[src/rtl/rect_poll_ctrl.sv]
// Round-robin poll scheduler for rectifier units that share one serial receiver.
// It selects a channel, fires a query, waits for a frame or a timeout, then publishes the result.
module rect_poll_ctrl #(
   parameter int          N_CH        = 4,
   parameter int          CH_W        = 2,
   parameter logic [15:0] SETTLE_CYC  = 16'd2222,
   parameter logic [19:0] TIMEOUT_CYC = 20'd200000,
   parameter logic [15:0] GAP_CYC     = 16'd11111,
   parameter int          MAX_RETRY   = 2
) (
   input  logic            clk,
   input  logic            rst,
   input  logic            poll_en,
   input  logic [N_CH-1:0] ch_mask,
   input  logic            rx_en,
   input  logic [19:0]     rx_data,
   output logic [CH_W-1:0] rx_sel,
   output logic            qry_start,
   output logic [CH_W-1:0] qry_ch,
   output logic            busy,
   output logic            upd_en,
   output logic [CH_W-1:0] upd_ch,
   output logic [19:0]     upd_data,
   output logic [N_CH-1:0] ch_fault
);

   localparam int RETRY_W = $clog2(MAX_RETRY + 1);

   typedef enum logic [2:0] {IDLE, SEL, QUERY, WAIT, GAP} state_t;

   state_t               state;
   logic [CH_W-1:0]      ch_ptr;
   logic [CH_W-1:0]      next_ch;
   logic [RETRY_W-1:0]   retry;
   logic [15:0]          cnt;
   logic [19:0]          tmo_cnt;

   function automatic logic [CH_W-1:0] ch_inc(input logic [CH_W-1:0] c);
      return (c == CH_W'(N_CH - 1)) ? '0 : c + CH_W'(1);
   endfunction

   // First masked-in channel at or after ch_ptr, wrapping at N_CH-1.
   always_comb begin
      logic [CH_W-1:0] scan;
      logic            found;
      next_ch = ch_ptr;
      found   = 1'b0;
      scan    = ch_ptr;
      for (int i = 0; i < N_CH; i++) begin
         if (!found && ch_mask[scan]) begin
            next_ch = scan;
            found   = 1'b1;
         end
         scan = ch_inc(scan);
      end
   end

   always_ff @(posedge clk) begin
      if (rst) begin
         state     <= IDLE;
         rx_sel    <= '0;
         qry_start <= 1'b0;
         qry_ch    <= '0;
         busy      <= 1'b0;
         upd_en    <= 1'b0;
         upd_ch    <= '0;
         upd_data  <= '0;
         ch_fault  <= '0;
         ch_ptr    <= '0;
         retry     <= '0;
         cnt       <= '0;
         tmo_cnt   <= '0;
      end else begin
         qry_start <= 1'b0;
         upd_en    <= 1'b0;
         case (state)
            IDLE: begin
               if (poll_en && |ch_mask) begin
                  rx_sel <= next_ch;
                  cnt    <= '0;
                  busy   <= 1'b1;
                  state  <= SEL;
               end
            end
            SEL: begin
               if (cnt == SETTLE_CYC - 16'd1) begin
                  cnt       <= '0;
                  qry_start <= 1'b1;
                  qry_ch    <= rx_sel;
                  state     <= QUERY;
               end else begin
                  cnt <= cnt + 16'd1;
               end
            end
            QUERY: begin
               tmo_cnt <= '0;
               state   <= WAIT;
            end
            WAIT: begin
               // A frame arriving on the timeout cycle still counts as an answer.
               if (rx_en) begin
                  upd_en           <= 1'b1;
                  upd_ch           <= rx_sel;
                  upd_data         <= rx_data;
                  ch_fault[rx_sel] <= 1'b0;
                  retry            <= '0;
                  ch_ptr           <= ch_inc(rx_sel);
                  cnt              <= '0;
                  state            <= GAP;
               end else if (tmo_cnt == TIMEOUT_CYC - 20'd1) begin
                  if (retry < RETRY_W'(MAX_RETRY)) begin
                     retry <= retry + RETRY_W'(1);
                  end else begin
                     ch_fault[rx_sel] <= 1'b1;
                     retry            <= '0;
                     ch_ptr           <= ch_inc(rx_sel);
                  end
                  cnt   <= '0;
                  state <= GAP;
               end else begin
                  tmo_cnt <= tmo_cnt + 20'd1;
               end
            end
            GAP: begin
               if (cnt == GAP_CYC - 16'd1) begin
                  cnt <= '0;
                  if (poll_en && |ch_mask) begin
                     state <= SEL;
                     // A pending retry sticks to its channel only while it stays masked in.
                     if (retry == '0 || !ch_mask[rx_sel]) begin
                        retry  <= '0;
                        rx_sel <= next_ch;
                     end
                  end else begin
                     retry <= '0;
                     busy  <= 1'b0;
                     state <= IDLE;
                  end
               end else begin
                  cnt <= cnt + 16'd1;
               end
            end
            default: begin
               busy  <= 1'b0;
               state <= IDLE;
            end
         endcase
      end
   end

endmodule

[config.mk]
export PLATFORM = sky130hd
export DESIGN_NAME = rect_poll_ctrl
export DESIGN_NICKNAME = d
export VERILOG_FILES = /design/src/rtl/rect_poll_ctrl.sv
export SDC_FILE = /design/constraint.sdc
export NUM_CORES = 1
export LEC_CHECK = 0
export BUFFER_PORTS_ARGS = -buffer_cell sky130_fd_sc_hd__buf_2
export CORE_UTILIZATION = 61
export DETAILED_ROUTE_END_ITERATION = 16
export GPL_TIMING_DRIVEN = 0
export PLACE_DENSITY = 0.82
export SYNTH_ARGS = -nofsm -noshare
export SYNTH_HDL_FRONTEND = slang
export SYNTH_SLANG_ARGS = --single-unit
[constraint.sdc]
create_clock -name clk -period 5.85 [get_ports clk]
set_clock_uncertainty 0.05 [all_clocks]
set_input_delay 1.17 -clock clk [delete_from_list [all_inputs] [get_ports clk]]
set_output_delay 1.17 -clock clk [all_outputs]
set_load 0.1 [all_outputs]
After elaboration in Yosys (flattened, before gate mapping):

Index checks and enable logic that the tools add are counted.

* word-level logic and storage cells: 147
* bits in registers: 76
* output and inout port bits: 33

* bitwise operators: 6
* multiplexer cells: 62
* add/subtract/negate cells: 7
* magnitude comparators: 7
* eq/ne operators: 22
* reductions and logical operators: 30

Operator list (number)
* 2-to-1 mux 16 bit: 5
* one-hot mux 16 bit (4 select lines): 1
* 2-to-1 mux 2 bit: 20
* 2-to-1 mux 20 bit: 2
* one-hot mux 20 bit (2 select lines): 1
* adder 20 x 1 -> 20 bit, second input constant: 1
* == test 20 x 18 -> 1 bit, second input constant: 1
* inequality test 2 bit, second input constant: 9
* adder 16 x 1 -> 16 bit, second input constant: 1
* == test 16 x 12 -> 1 bit, second input constant: 1
* == test 16 x 14 -> 1 bit, second input constant: 1
* less-than comparator 2 x 3 -> 1 bit, second input constant: 5
* 2-to-1 mux 1 bit: 15
* 2-to-1 mux 3 bit: 5
* one-hot mux 3 bit (5 select lines): 1
* 2-to-1 mux 4 bit: 3
* AND reduction 4 bit: 3
* adder 2 x 1 -> 2 bit, second input constant: 5
* binary-select mux 1 bit (select 2 bit): 5
* AND reduction 3 bit: 3
* == test 2 bit, second input constant: 4
* one-hot mux 2 bit (2 select lines): 2
* nonzero test 2 bit: 4
* == test 3 x 2 -> 1 bit, second input constant: 2
* other kinds (22): 34

Longest topological paths before layout:

Gate-level depths: netlist (run 1).

* word-level depth: 16
* mapped depth: 9

Least setup slack after synthesis (run 1):

No wires, ideal clock.

* path type: input-to-reg
* start: input port ch_mask[1]
* end: register cnt[13]
* setup slack: 2.919 ns
* setup time: 0.086 ns
* stages: 7
* arrival time: 2.796 ns
* required time: 5.714 ns
* path through: clkbuf_1 o41ai_2 a21oi_1 o221ai_2 clkbuf_1 a21oi_1 a211oi_1

* longest elaborated chain between the ends: 4

RTL lines
* from (decl): RTL line 14 `input logic [N_CH-1:0] ch_mask,`
* OR reduction 4 bit: RTL line 78 `if (poll_en && |ch_mask) begin`
* logical AND 1 bit: RTL line 78
* inequality test 2 bit (no line)
* AND reduction 3 bit (no line)
* to (signal assigned): RTL line 92 `cnt <= cnt + 16'd1;`
* to (signal assigned): RTL line 140 `cnt <= cnt + 16'd1;`
* to (decl): RTL line 35 `logic [15:0] cnt;`

Every way passes these cells.
A chain may end at the register's enable or synchronous reset.

Worst setup path in the final report (run 1):

Same ends and word-level chain as after synthesis.

==> metrics, run 1 <==
worst reg2reg path depth 7; total power 0.001124 W; final setup margin 2.741 ns; CP Capture Point cnt[13]; Num Clock Sinks 76; CTS buffer count 9; Max Freq 321.7 MHz; ANT cells 0; number of fill cells 479; flop2flop setup slack 3.22 ns; minimum clock period 3.109 ns; Worst VDD drop 0.1665 mV; vias in the first global route 3494; die width 82.56 µm; Synth area leader dfxtp_1; Req. time, crit path 6.08 ns; post-synth top area share 38.43%; Routed WL 9816 µm; final setup vio count 0; Seq/Total Area, Yosys 38.43%; Root Buffer clkbuf_8; DR WL/cell 15.36 µm; setup TNS 0 ns; Worst Max-Slew Pin Slew 0.7732 ns; FF-to-FF Start state[2]; htree depth 3; CP Launch Type input port; I/O pin cnt 61; RSZ-0062 raised after global routing false; grt ovf 0; Critical R2R Capture cnt[4]; vias per cell 6.081; port buffer count 57; share of cells above drive strength 1 16.13%; most frequent cell after synthesis dfxtp_1; Synthesized Nets 528; 1st-iter DRT viols 232; Yosys cell types 60; Hold Buf Count CTS 0; Starting Density 64.94%; CTS tree built; ranking of synthesized cells by area dfxtp_1, nand2_1, a21oi_1, nor2_1, a211oi_1; Hold Slack 0.4030 ns; FF+latch count, synth 76; Setup crit end kind register; Resize count post-CTS 0; first-pass GRT wire length 15550 µm; area delta synth->final 14.16%; HP Class reg -> reg; Initial DRT Pass Iterations 5; WS Path Type in -> reg; ys async rst share 0%; Die ar. 6816 µm²; via count 3886; DP Wirelength 6964 µm; Post-Synthesis Cells 491; outcome complete, no violations; pre-CTS setup slack 2.374 ns; row cnt 28; Post-synth top cells dfxtp_1, nand2_1, a21oi_1; Worst Path Max Fanout 10; final hold violation count 0; Routability Congestion 0.8845; number of flops mapped to enable cells by yosys 0; Worst-path clk slew 0.09 ns; crit path DAT 3.34 ns; Pleak 1.580 nW; Clock Latency Late Sink 0.37 ns; largest net degree at the start of global routing 16; final slew viol count 0; synth warn 0; area of the mapped netlist 3959 µm²; Synth Area per Inst 8.063 µm²; final period utilization 53.14%; most common flop cell mapped by yosys dfxtp_1; post-route ant nets 0; number of max-cap violations 0; Slew HR 47.73%; pwr dens 248.8 nW/µm²; setup bufs post-CTS 0; gr usage total 29.82%; nets@finish 596; clock buffer depth 2; fin util 74.14%; Die Y 82.56 µm; drt drc 0; initial antenna violation count 0; Core Area 6096 µm²; CP startpoint ch_mask[1]
[per-layer routing]
| metal | global-route usage [%] | vias up | share of wire (%) |
|---|---|---|---|
| met2 | 48.60 | 150 | 47 |
| met3 | 6.484 | 20 | 6.1 |
| met5 | 0 | - | 0 |
| met4 | 13.62 | 0 | 1.8 |
| met1 | 37.55 | 1818 | 45 |
| li1 | - | 1898 | - |
[report_power, final]
group | switching (W) | total, W | internal, W
Combinational | 0.000149 | 0.000206 | 0.0000565
Sequential | 0.0000108 | 0.000538 | 0.000527
Clock | 0.000222 | 0.000380 | 0.000159
[cell usage in the layout (no fill, tap or decap), drive strengths merged, types with 3 or more instances in the layout]
| master | instances |
|---|---|
| clkbuf | 38 |
| nand3 | 22 |
| and3 | 6 |
| mux2 | 3 |
| a21oi | 50 |
| a31oi | 6 |
| clkinvlp | 3 |
| inv | 22 |
| and4 | 4 |
| o211ai | 3 |
| nor3 | 10 |
| mux2i | 10 |
| and4b | 3 |
| buf | 62 |
| nand2 | 72 |
| a21o | 3 |
| nor4b | 4 |
| nand4 | 8 |
| ha | 9 |
| xnor2 | 17 |
| or4 | 5 |
| o21ai | 13 |
| nand4b | 3 |
| nor2 | 48 |
| dfxtp | 76 |
| nand2b | 3 |
| a2111oi | 8 |
| a211oi | 20 |
[sequential cells by signal, indices dropped and copies added (netlist names), 2 cells and up, named ones only]
| name | flops |
|---|---|
| tmo_cnt | 20 |
| cnt | 16 |
| retry | 2 |
| upd_data | 20 |
| state | 3 |
| ch_ptr | 2 |
| qry_ch | 2 |
| upd_ch | 2 |
| rx_sel | 2 |
[through the flow]
stage	instance area (µm²)	instances
final	4519	639
after global routing	4519	639
after CTS	4519	639
after detailed placement	4338	623
after global placement	4338	623
after floorplan	3959	491
[area by class of cell]
cell class | instances | area [µm²] | share of cell area, %
multi-input combinational | 362 | 2233 | 49.42
sequential | 76 | 1521 | 33.67
timing repair buffer | 57 | 285.3 | 6.312
buffer | 34 | 132.6 | 2.935
clock buffer | 9 | 123.9 | 2.741
tap | 75 | 93.84 | 2.076
inverter | 19 | 71.32 | 1.578
clock inverter | 7 | 57.56 | 1.274
[cell families after synthesis]
kind of cell             Yosys count  share of synthesized area (%)
AND/OR/NAND/NOR                  202                          25.76
AO/OA/AOI/OAI                    119                          19.53
flip-flops                        76                          38.43
buffers and inverters             53                          5.151
XOR/XNOR                          17                          3.761
multiplexers                      15                          4.520
adder cells (fa/ha/maj)            9                          2.845
[worst min path at each step]
stage | from | to | slack (ns) | depth (start not counted)
after global routing | upd_data[8] | upd_data[8] | 0.42 | 2
after detailed placement | upd_data[15] | upd_data[15] | 0.40 | 2
after floorplan | cnt[15] | cnt[15] | 0.39 | 1
final | upd_data[15] | upd_data[15] | 0.40 | 2
after global placement | upd_data[11] | upd_data[11] | 0.39 | 2
after CTS | upd_data[15] | upd_data[15] | 0.41 | 2
[critical path: stages]
cell and delay, ns:
clkbuf_1 0.19, o41ai_2 0.63, a21oi_1 0.17, o221ai_2 0.41, clkbuf_1 0.44, a21oi_1 0.08, a211oi_1 0.24
No activity file was read; power rests on OpenSTA's default activity.
==> inputs of run 2 (changes only) <==
- CORE_UTILIZATION: 61 -> 51
- PLACE_DENSITY: 0.82 -> 0.73
- clock period: 5.85 -> 2.8 ns (I/O delays scaled with it)
==> run 2 against run 1 <==
Against the previous run: die area increased by 19%; core utilization is 12 points lower; first-iteration DRC count grew 1.3%; total power increased by 130%; count of clock-buffer cells in the layout did not move; combinational power is 110% higher; wire length is 0.53% higher; worst setup slack worse by 2.6 ns; final cell count grew 3.6%.
==> metrics, run 2 (synthesis gave the netlist of run 1 again) <==
outcome complete, no violations; port buffer count 57; Slew HR 56.87%; Worst Path Max Fanout 10; Worst Max-Slew Pin Slew 0.6400 ns; final period utilization 94.05%; Die ar. 8119 µm²; Setup crit end kind register; internal power 0.001811 W; Root Buffer clkbuf_8; DP Cell Count 647; commonest cells after routing, fill and taps aside dfxtp_1, nand2_1, buf_2; die width 90.11 µm; share of cells above drive strength 1 16.16%; DP Wirelength 7058 µm; RSZ-0062 raised after global routing false; HP Class in -> reg; area delta synth->final 16.50%; Pleak 1.627 nW; ANT cells 0; Worst VDD drop 0.3812 mV; Clock Latency Late Sink 0.36 ns; final setup vio count 0; final instance area 4612 µm²; Die Y 90.11 µm; Worst-path clk slew 0.08 ns; Hold Buf Count CTS 0; Sw Share 29.65%; via count 3770; Req. time, crit path 2.99 ns; Initial DRT Pass Iterations 5; Routed WL 9868 µm; Routability Congestion 0.8988; CTS buffer count 9; Core Area 7370 µm²; Starting Density 53.72%; first-pass GRT wire length 17060 µm; Clock Power Share 39.5%; drt drc 0; CP Launch Type register; nets@finish 596; largest net degree at the start of global routing 14; vias in the first global route 3721; initial antenna violation count 0; Net Sw Power 0.0007632 W; gr usage total 25.71%; pwr dens 558.2 nW/µm²; Cell Count, Final, Fillers Out 662; flop2flop setup slack 0.17 ns; Post-Place Cell Area 4368 µm²; setup TNS 0 ns; Num Clock Sinks 76; vias per cell 5.695; Flop pwr share 43.7%; commonest non-fill, non-tap cell in the layout dfxtp_1; WS Path Type reg -> reg; DR WL/cell 14.91 µm; clock buffer depth 2; crit path DAT 2.82 ns; post-route ant nets 0; minimum clock period 2.633 ns; htree depth 3; final slew viol count 0; final hold violation count 0; Top Registers tmo_cnt: 20 flops, upd_data: 20 flops, cnt: 16 flops; CTS tree built; Max Freq 379.7 MHz; I/O pin cnt 61; number of max-cap violations 0; Comb power frac 16.8%; row cnt 31; 1st-iter DRT viols 235; grt ovf 0
-- run 2: cell count changes in the layout (fill, tap and decap cells not counted) --
cell	before	now
clkbuf_1	29	28
inv_6	3	1
nor3_4	0	1
clkinvlp_4	3	0
nor3_2	1	0
bufinv_16	0	3
clkinv_2	0	1
clkbuf_2	0	1
-- run 2: layer usage --
| metal | track usage [%] | vias to the layer above | part of all wire [%] |
|---|---|---|---|
| li1 | - | 1891 | - |
| met1 | 32.59 | 1750 | 47 |
| met2 | 41.60 | 113 | 46 |
| met3 | 5.922 | 16 | 5.5 |
| met4 | 11.42 | 0 | 1.7 |
| met5 | 0 | - | 0 |
-- run 2: what timing repair did --
| action | in CTS | in global routing |
|---|---|---|
| setup buffers | 0 | 0 |
| setup endpoints to repair | 0 | 7 |
| gates resized for setup | 0 | 3 |
-- run 2: metrics by stage --
stage / power (W) / hold WS [ns] / worst slack [ns] / utilization [%]
finish: 0.002574 / 0.3814 / 0.1666 / 62.58
detailed placement: 0.001572 / 0.3955 / -0.09244 / 59.27
global placement: 0.001567 / 0.3889 / -0.06246 / 59.27
floorplan: 0.001464 / 0.3890 / 0.4300 / -
global route: 0.002677 / 0.3682 / 0.01756 / 62.58
CTS: 0.002586 / 0.3659 / 0.1432 / 62.48
-- run 2: power groups by stage --
stage                     Sequential (W)  Clock, W  Combinational, W
after floorplan                  0.00123         0          0.000233
after global placement           0.00115         0          0.000417
after detailed placement         0.00115         0          0.000422
after CTS                        0.00112   0.00104          0.000425
after global routing             0.00113   0.00108          0.000470
final                            0.00112   0.00102          0.000433
-- run 2: layout make-up --
type / count / area (µm²)
flip-flops and latches: 76 / 1521
fillers: 675 / 2758
well taps: 99 / 123.9
plain buffers: 34 / 133.9
multi-input cells: 362 / 2240
clock inverters: 6 / 112.6
inverters: 19 / 71.32
repair buffers: 57 / 285.3
clock buffers: 9 / 123.9
-- run 2: critical path, cell delays in order (launching register included) --
cell and delay [ns]:
dfxtp_1 0.41, ha_1 0.24, or4bb_1 0.55, nor4_4 0.27
a21o_4 0.23, o221ai_2 0.22, clkbuf_2 0.28, a22oi_1 0.21
nor2_1 0.05
-- run 2: final timing paths --
path                                endpoint  cells after the start          from
worst max-delay path                  cnt[1]                      8    tmo_cnt[0]
worst min-delay path            upd_data[12]                      3   rx_data[12]
worst max register to register        cnt[1]                      8    tmo_cnt[0]
worst min register to register  upd_data[16]                      2  upd_data[16]
